### src/rtl/alu_exec_unit.sv
// ---------------------------------------------------------------------------
// alu_exec_unit
//
// Execute-stage ALU wrapper sitting between the ID/EX and EX/MEM latches.
// One operation is accepted per in_valid/in_ready handshake.
// The 5-bit opcode is decoded to one-hot enables.
//
// Single-cycle ops (add/sub/and/or/sll/sra, div-by-zero and unknown opcodes)
// have their outputs registered at the accept edge, so the result appears one
// cycle later. mul and div iterate once per cycle for WIDTH cycles. While they
// run, in_ready is held low and upstream stalls.
//
// Ports
//   clock           rising-edge clock
//   reset           synchronous, active-high reset
//   in_valid        upstream presents an operation
//   in_ready        unit can accept an operation (FSM in IDLE)
//   ctrl_ALUopcode  0 add, 1 sub, 2 and, 3 or, 4 sll, 5 sra, 6 mul, 7 div
//   ctrl_shiftamt   shift amount for sll/sra
//   data_operandA   operand A, signed two's complement
//   data_operandB   operand B, signed two's complement
//   out_valid       one-cycle pulse, result fields valid
//   data_result     result (held while out_valid is low)
//   isNotEqual      A != B
//   isLessThan      A < B, signed
//   overflow        signed overflow of this operation
//   exception       mul overflow, div by zero, or INT_MIN / -1
// ---------------------------------------------------------------------------
module alu_exec_unit #(
  parameter int WIDTH   = 32,
  parameter int SHAMT_W = 5
) (
  input  logic               clock,
  input  logic               reset,
  input  logic               in_valid,
  output logic               in_ready,
  input  logic [4:0]         ctrl_ALUopcode,
  input  logic [SHAMT_W-1:0] ctrl_shiftamt,
  input  logic [WIDTH-1:0]   data_operandA,
  input  logic [WIDTH-1:0]   data_operandB,
  output logic               out_valid,
  output logic [WIDTH-1:0]   data_result,
  output logic               isNotEqual,
  output logic               isLessThan,
  output logic               overflow,
  output logic               exception
);

  typedef enum logic [1:0] {
    IDLE = 2'd0,
    MUL  = 2'd1,
    DIV  = 2'd2
  } state_t;

  localparam int OP_ADD = 0;
  localparam int OP_SUB = 1;
  localparam int OP_AND = 2;
  localparam int OP_OR  = 3;
  localparam int OP_SLL = 4;
  localparam int OP_SRA = 5;
  localparam int OP_MUL = 6;
  localparam int OP_DIV = 7;

  localparam logic [WIDTH-1:0]   INT_MIN  = {1'b1, {(WIDTH-1){1'b0}}};
  localparam logic [SHAMT_W-1:0] LAST_ITER = SHAMT_W'(WIDTH - 1);

  state_t               state;
  logic [SHAMT_W-1:0]   counter;

  // Values captured at the accept edge for the iterative operations.
  logic                 neg_q;
  logic                 special_q;
  logic                 ne_q;
  logic                 lt_q;

  // Shift-add multiplier state.
  logic [2*WIDTH-1:0]   acc;
  logic [2*WIDTH-1:0]   mcand;
  logic [WIDTH-1:0]     mplier;

  // Restoring divider state.
  logic [WIDTH-1:0]     rem;
  logic [WIDTH-1:0]     quo;
  logic [WIDTH-1:0]     divisor;

  // One-hot opcode decode. Opcodes 01000..11111 leave every enable low.
  logic [7:0] op_en;

  always_comb begin
    op_en = '0;
    if (ctrl_ALUopcode[4:3] == 2'b00) begin
      op_en[ctrl_ALUopcode[2:0]] = 1'b1;
    end
  end

  // Arithmetic shared by add/sub and by the compare flags.
  // isLessThan uses the sign of A-B, corrected by the subtract overflow.
  // This keeps it right when the difference wraps around.
  logic [WIDTH-1:0] sum;
  logic [WIDTH-1:0] diff;
  logic             add_ovf;
  logic             sub_ovf;
  logic             in_ne;
  logic             in_lt;
  logic [WIDTH-1:0] sra_res;
  logic [WIDTH-1:0] abs_a;
  logic [WIDTH-1:0] abs_b;
  logic             b_zero;
  logic             div_special;

  always_comb begin
    sum         = data_operandA + data_operandB;
    diff        = data_operandA - data_operandB;
    add_ovf     = (data_operandA[WIDTH-1] == data_operandB[WIDTH-1]) &&
                  (sum[WIDTH-1] != data_operandA[WIDTH-1]);
    sub_ovf     = (data_operandA[WIDTH-1] != data_operandB[WIDTH-1]) &&
                  (diff[WIDTH-1] != data_operandA[WIDTH-1]);
    in_ne       = |diff;
    in_lt       = diff[WIDTH-1] ^ sub_ovf;
    sra_res     = $unsigned($signed(data_operandA) >>> ctrl_shiftamt);
    abs_a       = data_operandA[WIDTH-1] ? -data_operandA : data_operandA;
    abs_b       = data_operandB[WIDTH-1] ? -data_operandB : data_operandB;
    b_zero      = (data_operandB == '0);
    div_special = (data_operandA == INT_MIN) && (data_operandB == '1);
  end

  // Result of everything that completes at the accept edge.
  // Division by zero is also resolved here and never enters DIV.
  logic [WIDTH-1:0] fast_result;
  logic             fast_ovf;
  logic             fast_exc;
  logic             fast_ne;
  logic             fast_lt;
  logic             start_iter;

  always_comb begin
    fast_result = '0;
    fast_ovf    = 1'b0;
    fast_exc    = 1'b0;
    fast_ne     = 1'b0;
    fast_lt     = 1'b0;
    start_iter  = op_en[OP_MUL] || (op_en[OP_DIV] && !b_zero);
    if (|op_en) begin
      fast_ne = in_ne;
      fast_lt = in_lt;
    end
    if (op_en[OP_ADD]) begin
      fast_result = sum;
      fast_ovf    = add_ovf;
    end
    if (op_en[OP_SUB]) begin
      fast_result = diff;
      fast_ovf    = sub_ovf;
    end
    if (op_en[OP_AND]) begin
      fast_result = data_operandA & data_operandB;
    end
    if (op_en[OP_OR]) begin
      fast_result = data_operandA | data_operandB;
    end
    if (op_en[OP_SLL]) begin
      fast_result = data_operandA << ctrl_shiftamt;
    end
    if (op_en[OP_SRA]) begin
      fast_result = sra_res;
    end
    if (op_en[OP_DIV] && b_zero) begin
      fast_exc = 1'b1;
    end
  end

  // Next-iteration values for the multiplier and divider.
  // Both datapaths work on magnitudes and apply the sign at the end.
  // The final iteration uses these combinational values directly, so the
  // result is registered on the same edge as the last step.
  logic [2*WIDTH-1:0] mul_acc_next;
  logic [2*WIDTH-1:0] mul_prod;
  logic               mul_ovf;
  logic [WIDTH:0]     rem_shift;
  logic [WIDTH:0]     rem_try;
  logic [WIDTH-1:0]   rem_next;
  logic [WIDTH-1:0]   quo_next;
  logic [WIDTH-1:0]   div_quot;

  always_comb begin
    mul_acc_next = mplier[0] ? (acc + mcand) : acc;
    mul_prod     = neg_q ? -mul_acc_next : mul_acc_next;
    // The product fits in WIDTH bits only if the upper half plus the result
    // sign bit are all equal.
    mul_ovf      = !((&mul_prod[2*WIDTH-1:WIDTH-1]) || !(|mul_prod[2*WIDTH-1:WIDTH-1]));
    rem_shift    = {rem, quo[WIDTH-1]};
    rem_try      = rem_shift - {1'b0, divisor};
    // A borrow out of the trial subtraction means "restore".
    quo_next     = {quo[WIDTH-2:0], ~rem_try[WIDTH]};
    rem_next     = rem_try[WIDTH] ? rem_shift[WIDTH-1:0] : rem_try[WIDTH-1:0];
    div_quot     = neg_q ? -quo_next : quo_next;
  end

  // Control FSM and all registered outputs.
  // in_ready is a register that mirrors "state == IDLE".
  // It rises on the same edge that produces the final mul/div result, so a
  // new accept can overlap the out_valid cycle.
  always_ff @(posedge clock) begin
    if (reset) begin
      state       <= IDLE;
      counter     <= '0;
      in_ready    <= 1'b1;
      out_valid   <= 1'b0;
      data_result <= '0;
      isNotEqual  <= 1'b0;
      isLessThan  <= 1'b0;
      overflow    <= 1'b0;
      exception   <= 1'b0;
      neg_q       <= 1'b0;
      special_q   <= 1'b0;
      ne_q        <= 1'b0;
      lt_q        <= 1'b0;
      acc         <= '0;
      mcand       <= '0;
      mplier      <= '0;
      rem         <= '0;
      quo         <= '0;
      divisor     <= '0;
    end else begin
      out_valid <= 1'b0;
      case (state)
        IDLE: begin
          if (in_valid && in_ready) begin
            if (start_iter) begin
              counter   <= '0;
              in_ready  <= 1'b0;
              ne_q      <= in_ne;
              lt_q      <= in_lt;
              neg_q     <= data_operandA[WIDTH-1] ^ data_operandB[WIDTH-1];
              special_q <= div_special;
              acc       <= '0;
              mcand     <= {{WIDTH{1'b0}}, abs_a};
              mplier    <= abs_b;
              rem       <= '0;
              quo       <= abs_a;
              divisor   <= abs_b;
              state     <= op_en[OP_MUL] ? MUL : DIV;
            end else begin
              out_valid   <= 1'b1;
              data_result <= fast_result;
              isNotEqual  <= fast_ne;
              isLessThan  <= fast_lt;
              overflow    <= fast_ovf;
              exception   <= fast_exc;
            end
          end
        end

        MUL: begin
          acc     <= mul_acc_next;
          mcand   <= mcand << 1;
          mplier  <= mplier >> 1;
          counter <= counter + 1'b1;
          if (counter == LAST_ITER) begin
            out_valid   <= 1'b1;
            data_result <= mul_prod[WIDTH-1:0];
            isNotEqual  <= ne_q;
            isLessThan  <= lt_q;
            overflow    <= mul_ovf;
            exception   <= mul_ovf;
            in_ready    <= 1'b1;
            state       <= IDLE;
          end
        end

        DIV: begin
          rem     <= rem_next;
          quo     <= quo_next;
          counter <= counter + 1'b1;
          if (counter == LAST_ITER) begin
            out_valid   <= 1'b1;
            // INT_MIN / -1 falls out of the magnitude divider as INT_MIN,
            // which is the wrapped result we want; only the flags need care.
            data_result <= div_quot;
            isNotEqual  <= ne_q;
            isLessThan  <= lt_q;
            overflow    <= special_q;
            exception   <= special_q;
            in_ready    <= 1'b1;
            state       <= IDLE;
          end
        end

        default: begin
          state    <= IDLE;
          in_ready <= 1'b1;
        end
      endcase
    end
  end

endmodule

### config.mk
export PLATFORM = sky130hd
export DESIGN_NAME = alu_exec_unit
export DESIGN_NICKNAME = d
export VERILOG_FILES = /design/src/rtl/alu_exec_unit.sv
export SDC_FILE = /design/constraint.sdc
export NUM_CORES = 2
export LEC_CHECK = 0
export ABC_AREA = 1
export BUFFER_PORTS_ARGS = -buffer_cell sky130_fd_sc_hd__buf_2
export CAP_MARGIN = 5
export CELL_PAD_IN_SITES_DETAIL_PLACEMENT = 1
export CELL_PAD_IN_SITES_GLOBAL_PLACEMENT = 1
export CORE_MARGIN = 8
export CORE_UTILIZATION = 30
export CTS_CLUSTER_DIAMETER = 80
export DETAILED_ROUTE_END_ITERATION = 16
export HOLD_SLACK_MARGIN = 0.06
export PLACE_DENSITY_LB_ADDON = 0.1
export SLEW_MARGIN = 10
export SYNTH_ARGS = -nofsm -noshare
export SYNTH_HDL_FRONTEND = slang
export SYNTH_SLANG_ARGS = --single-unit
### constraint.sdc
create_clock -name clock -period 5.5 [get_ports clock]
set_input_delay 0.825 -clock clock [delete_from_list [all_inputs] [get_ports clock]]
set_output_delay 0.825 -clock clock [all_outputs]
set_load 0.01 [all_outputs]
==> qor.log <==
[detailed_routing] drt initial violations 2460
[timing] worst rel slew slack 24.8%
[global_route] Remaining Overflow, GRT 0
[logic_synthesis] count of flip-flops with a built-in enable after synthesis 0
[logic_synthesis] post-synthesis xor/xnor area fraction 3.27%
[logic_synthesis] mux share of post-synthesis cell area 0.392%
[clocking] deepest level of the CTS H-tree 2
[logic_synthesis] simple-gate area share of the yosys netlist 36.5%
[min_path] min-delay worst type flop to flop
[floorplan] floorplan die height 350 um
[logic_synthesis] Main synth FF type dfxtp_1
[setup_path] crit path DAT 5.63 ns
[clocking] TritonCTS clock tree done
[global_route] global-route wire length before repair 240 mm
[run_status] status finished, final reports clean
[placed_design] half-perimeter wire length of the detailed placement result 127 mm
[global_route] vias in the first global route 38808
[placed_design] port buffer count 114
[logic_synthesis] number of synthesized register bits 305
[logic_synthesis] Post-synth ARST share 0%
[detailed_routing] number of search-and-repair iterations in the first detailed-routing pass 5
[placed_design] number of cells in the design after placement 7272
[setup_path] Largest stage delay, worst path 0.35 ns
[placed_design] dpl ws -0.152 ns
[floorplan] Die X-Extent 350 um
[placed_design] weighted congestion at the end of routability-driven global placement 0.943
[setup_path] critical setup path kind flop to flop
[timing] final total negative setup slack 0 ns
[layout] Synth-to-Final Area Change 11.5%
[layout] number of filler cells placed in the layout 14795
[floorplan] Starting Density 30.3%
[layout] count of placed standard cells in the final layout, fillers left out 7382
[logic_synthesis] count of synthesis-stage warnings from yosys 0
[floorplan] number of primary I/O pins 115
[logic_synthesis] number of standard cells after synthesis 5856
[layout] fraction of final layout cells sized beyond drive strength 1 9.35%
[power] total power per unit cell area 208 mW/mm^2
[power] IR Drop Worst-Case VDD 0.000221 V
[clocking] number of hold buffers added after CTS 0
[timing] worst hold-check slack 0.458 ns
[clocking] clock latency of the later-clocked register in the worst-skew pair 0.63 ns
[detailed_routing] detailed-route DRC error count 0
[logic_synthesis] Synthesized Nets 6139
[layout] net total in the final layout 6140
[floorplan] area of the placeable core 0.111 sq mm
[clocking] Clock Tree Root clkbuf_16
[detailed_routing] total routed wirelength 158 mm
[logic_synthesis] post-synthesis sequential area ratio 18.2%
[logic_synthesis] Avg Synthesized Cell Area 5.72 sq um
[setup_path] Critical Path End Type flop
[setup_path] slowest cell on the critical path fa_2
[logic_synthesis] number of different library cells in the post-synthesis netlist 72
[timing] Tightest Pin Transition 1.12 ns
[timing] Tmin final 5.14 ns
[global_route] aggregate global-route resource usage 25.0%
[global_route] pin count of the biggest net entering global routing 121
[logic_synthesis] area of the mapped netlist 0.0335 sq mm
[placed_design] Post-DP Area 0.0355 sq mm
[timing] setup slack after layout 0.357 ns
[power] total design power 7.75 mW
[clocking] clock edge transition at the registers on the reported setup and hold paths 0.06 ns
[timing] final setup skew 0.0418 ns
[timing] Fin. Hold Viols 0
[layout] area of all placed cells without fillers 0.0373 sq mm
[detailed_routing] number of antenna-violating nets in the routed design 0
[detailed_routing] vias after detailed routing 38538
[setup_path] Top cell by count, worst path buf_4
[floorplan] number of core rows 122
[detailed_routing] via-per-instance ratio 5.22
[floorplan] area enclosed by the die boundary 0.123 sq mm
[clocking] total number of clock tree sinks 305
[detailed_routing] wire per inst 21.4 um
[setup_path] critical path startpoint category flop
[clocking] clock buffer depth 3
[logic_synthesis] fraction of the mapped netlist area in compound gates 21.6%
[setup_path] Req. time, crit path 5.98 ns
[timing] count of final setup violators 0
[timing] Final Slew Violations 0
[global_route] initial antenna violation count 9
[job] max cap viols 0
[logic_synthesis] main combinational cell family by area after synthesis simple AND/OR/NAND/NOR gates
[logic_synthesis] adder-cell area share of the yosys netlist 7.81%
[timing] share of the cycle needed by the critical path after routing 93.5%
[layout] post-layout utilization of the core 33.7%
[power] P_leak 17.9 nW
[timing] highest clock frequency the design can meet 0.194 GHz
[setup_path] largest fanout of any net on the critical path 3
[clocking] clock buffer count from CTS 47
[layout by cell type (no fill, tap or decap), drive strengths merged, types with 104 or more instances in the layout]
cell type and n:
buf 227, nor2 494, nand2 1811, inv 760
xor2 104, dfxtp 305, ha 201, a21oi 537
o21ai 467, nand3 350
[kinds of logic after synthesis]
logic type	Yosys count
AND/OR/NAND/NOR	2881
multiplexers	13
XOR/XNOR	124
buffers and inverters	1033
AO/OA/AOI/OAI	1294
flip-flops	305
adder cells (fa/ha/maj)	206
[path summary, 6_finish.rpt]
path / startpoint / to / slack (ns) / cells after the start
max: quo[31]$_SDFFE_PP0P_ / data_result[18]$_SDFFE_PP0P_ / 0.36 / 40
min: divisor[28]$_SDFFE_PP0P_ / divisor[28]$_SDFFE_PP0P_ / 0.46 / 2
max reg2reg: quo[31]$_SDFFE_PP0P_ / data_result[18]$_SDFFE_PP0P_ / 0.36 / 40
min reg2reg: divisor[28]$_SDFFE_PP0P_ / divisor[28]$_SDFFE_PP0P_ / 0.46 / 2
[state kept, by name, indices dropped and copies added, names as in the netlist, 2 cells and up]
register / flops
divisor: 32
rem: 32
state: 2
counter: 5
mplier: 32
mcand: 64
data_result: 32
acc: 64
quo: 32
[synthesized netlist by cell type (all sizes together) (7+ instances only)]
cell type / number / area, sq um
dfxtp: 305 / 6110
o21ai: 467 / 2350
a21boi: 12 / 93.8
nand3b: 17 / 131
or2: 48 / 300
nand3: 350 / 1810
o221ai: 7 / 61.3
nand2: 1811 / 6910
mux2i: 12 / 120
o2111ai: 15 / 131
buf: 92 / 542
o22ai: 9 / 56.3
inv: 752 / 2830
nor4: 15 / 100
a31oi: 63 / 394
xor2: 104 / 918
o211ai: 82 / 616
a211oi: 33 / 248
nor3: 71 / 435
o21bai: 15 / 116
a21oi: 537 / 2710
nand4: 63 / 400
o21a: 18 / 135
ha: 201 / 2510
o31ai: 11 / 82.6
clkbuf: 183 / 694
nor2: 494 / 2060
xnor2: 20 / 175
[power by group]
part	switching [mW]	internal [mW]	leakage, nW	total (mW)
Clock	1.27	1.76	0.757	3.03
Sequential	0.0697	2.27	2.47	2.34
Combinational	1.63	0.751	14.7	2.38
[worst max-delay path, delay by kind of cell, from the launching register on]
family | cells | cell delay [ns]
compound gates | 10 | 1.15
fa+ha+maj | 3 | 0.65
buf+inv | 14 | 1.29
flops | 1 | 0.34
simple gates | 13 | 1.57
[final cells by class]
class                   instances  area [sq um]  area share [%]
flip-flops and latches        305          6110            16.4
multi-input cells            4518         23400            62.8
well taps                    1488          1860            4.99
repair buffers                227          1530            4.09
clock buffers                  61          1330            3.56
diodes                          3          7.51          0.0201
inverters                     758          2860            7.65
clock inverters                22           195           0.523
[metal layers]
metal  vias to the layer above  routed length (um)  global-route usage, %
met2                       719               72200                   42.0
li1                      19062                   -                      -
met4                         8                6450                   8.94
met1                     18524               74100                   33.4
met3                       225                5210                   2.32
met5                         -                  51                      0
[repair_timing]
action	CTS	global route
setup endpoints to repair	3	5
pin swaps	21	19
resized for setup	20	10
setup buffers	16	8
(Power assumes the default switching activity.)
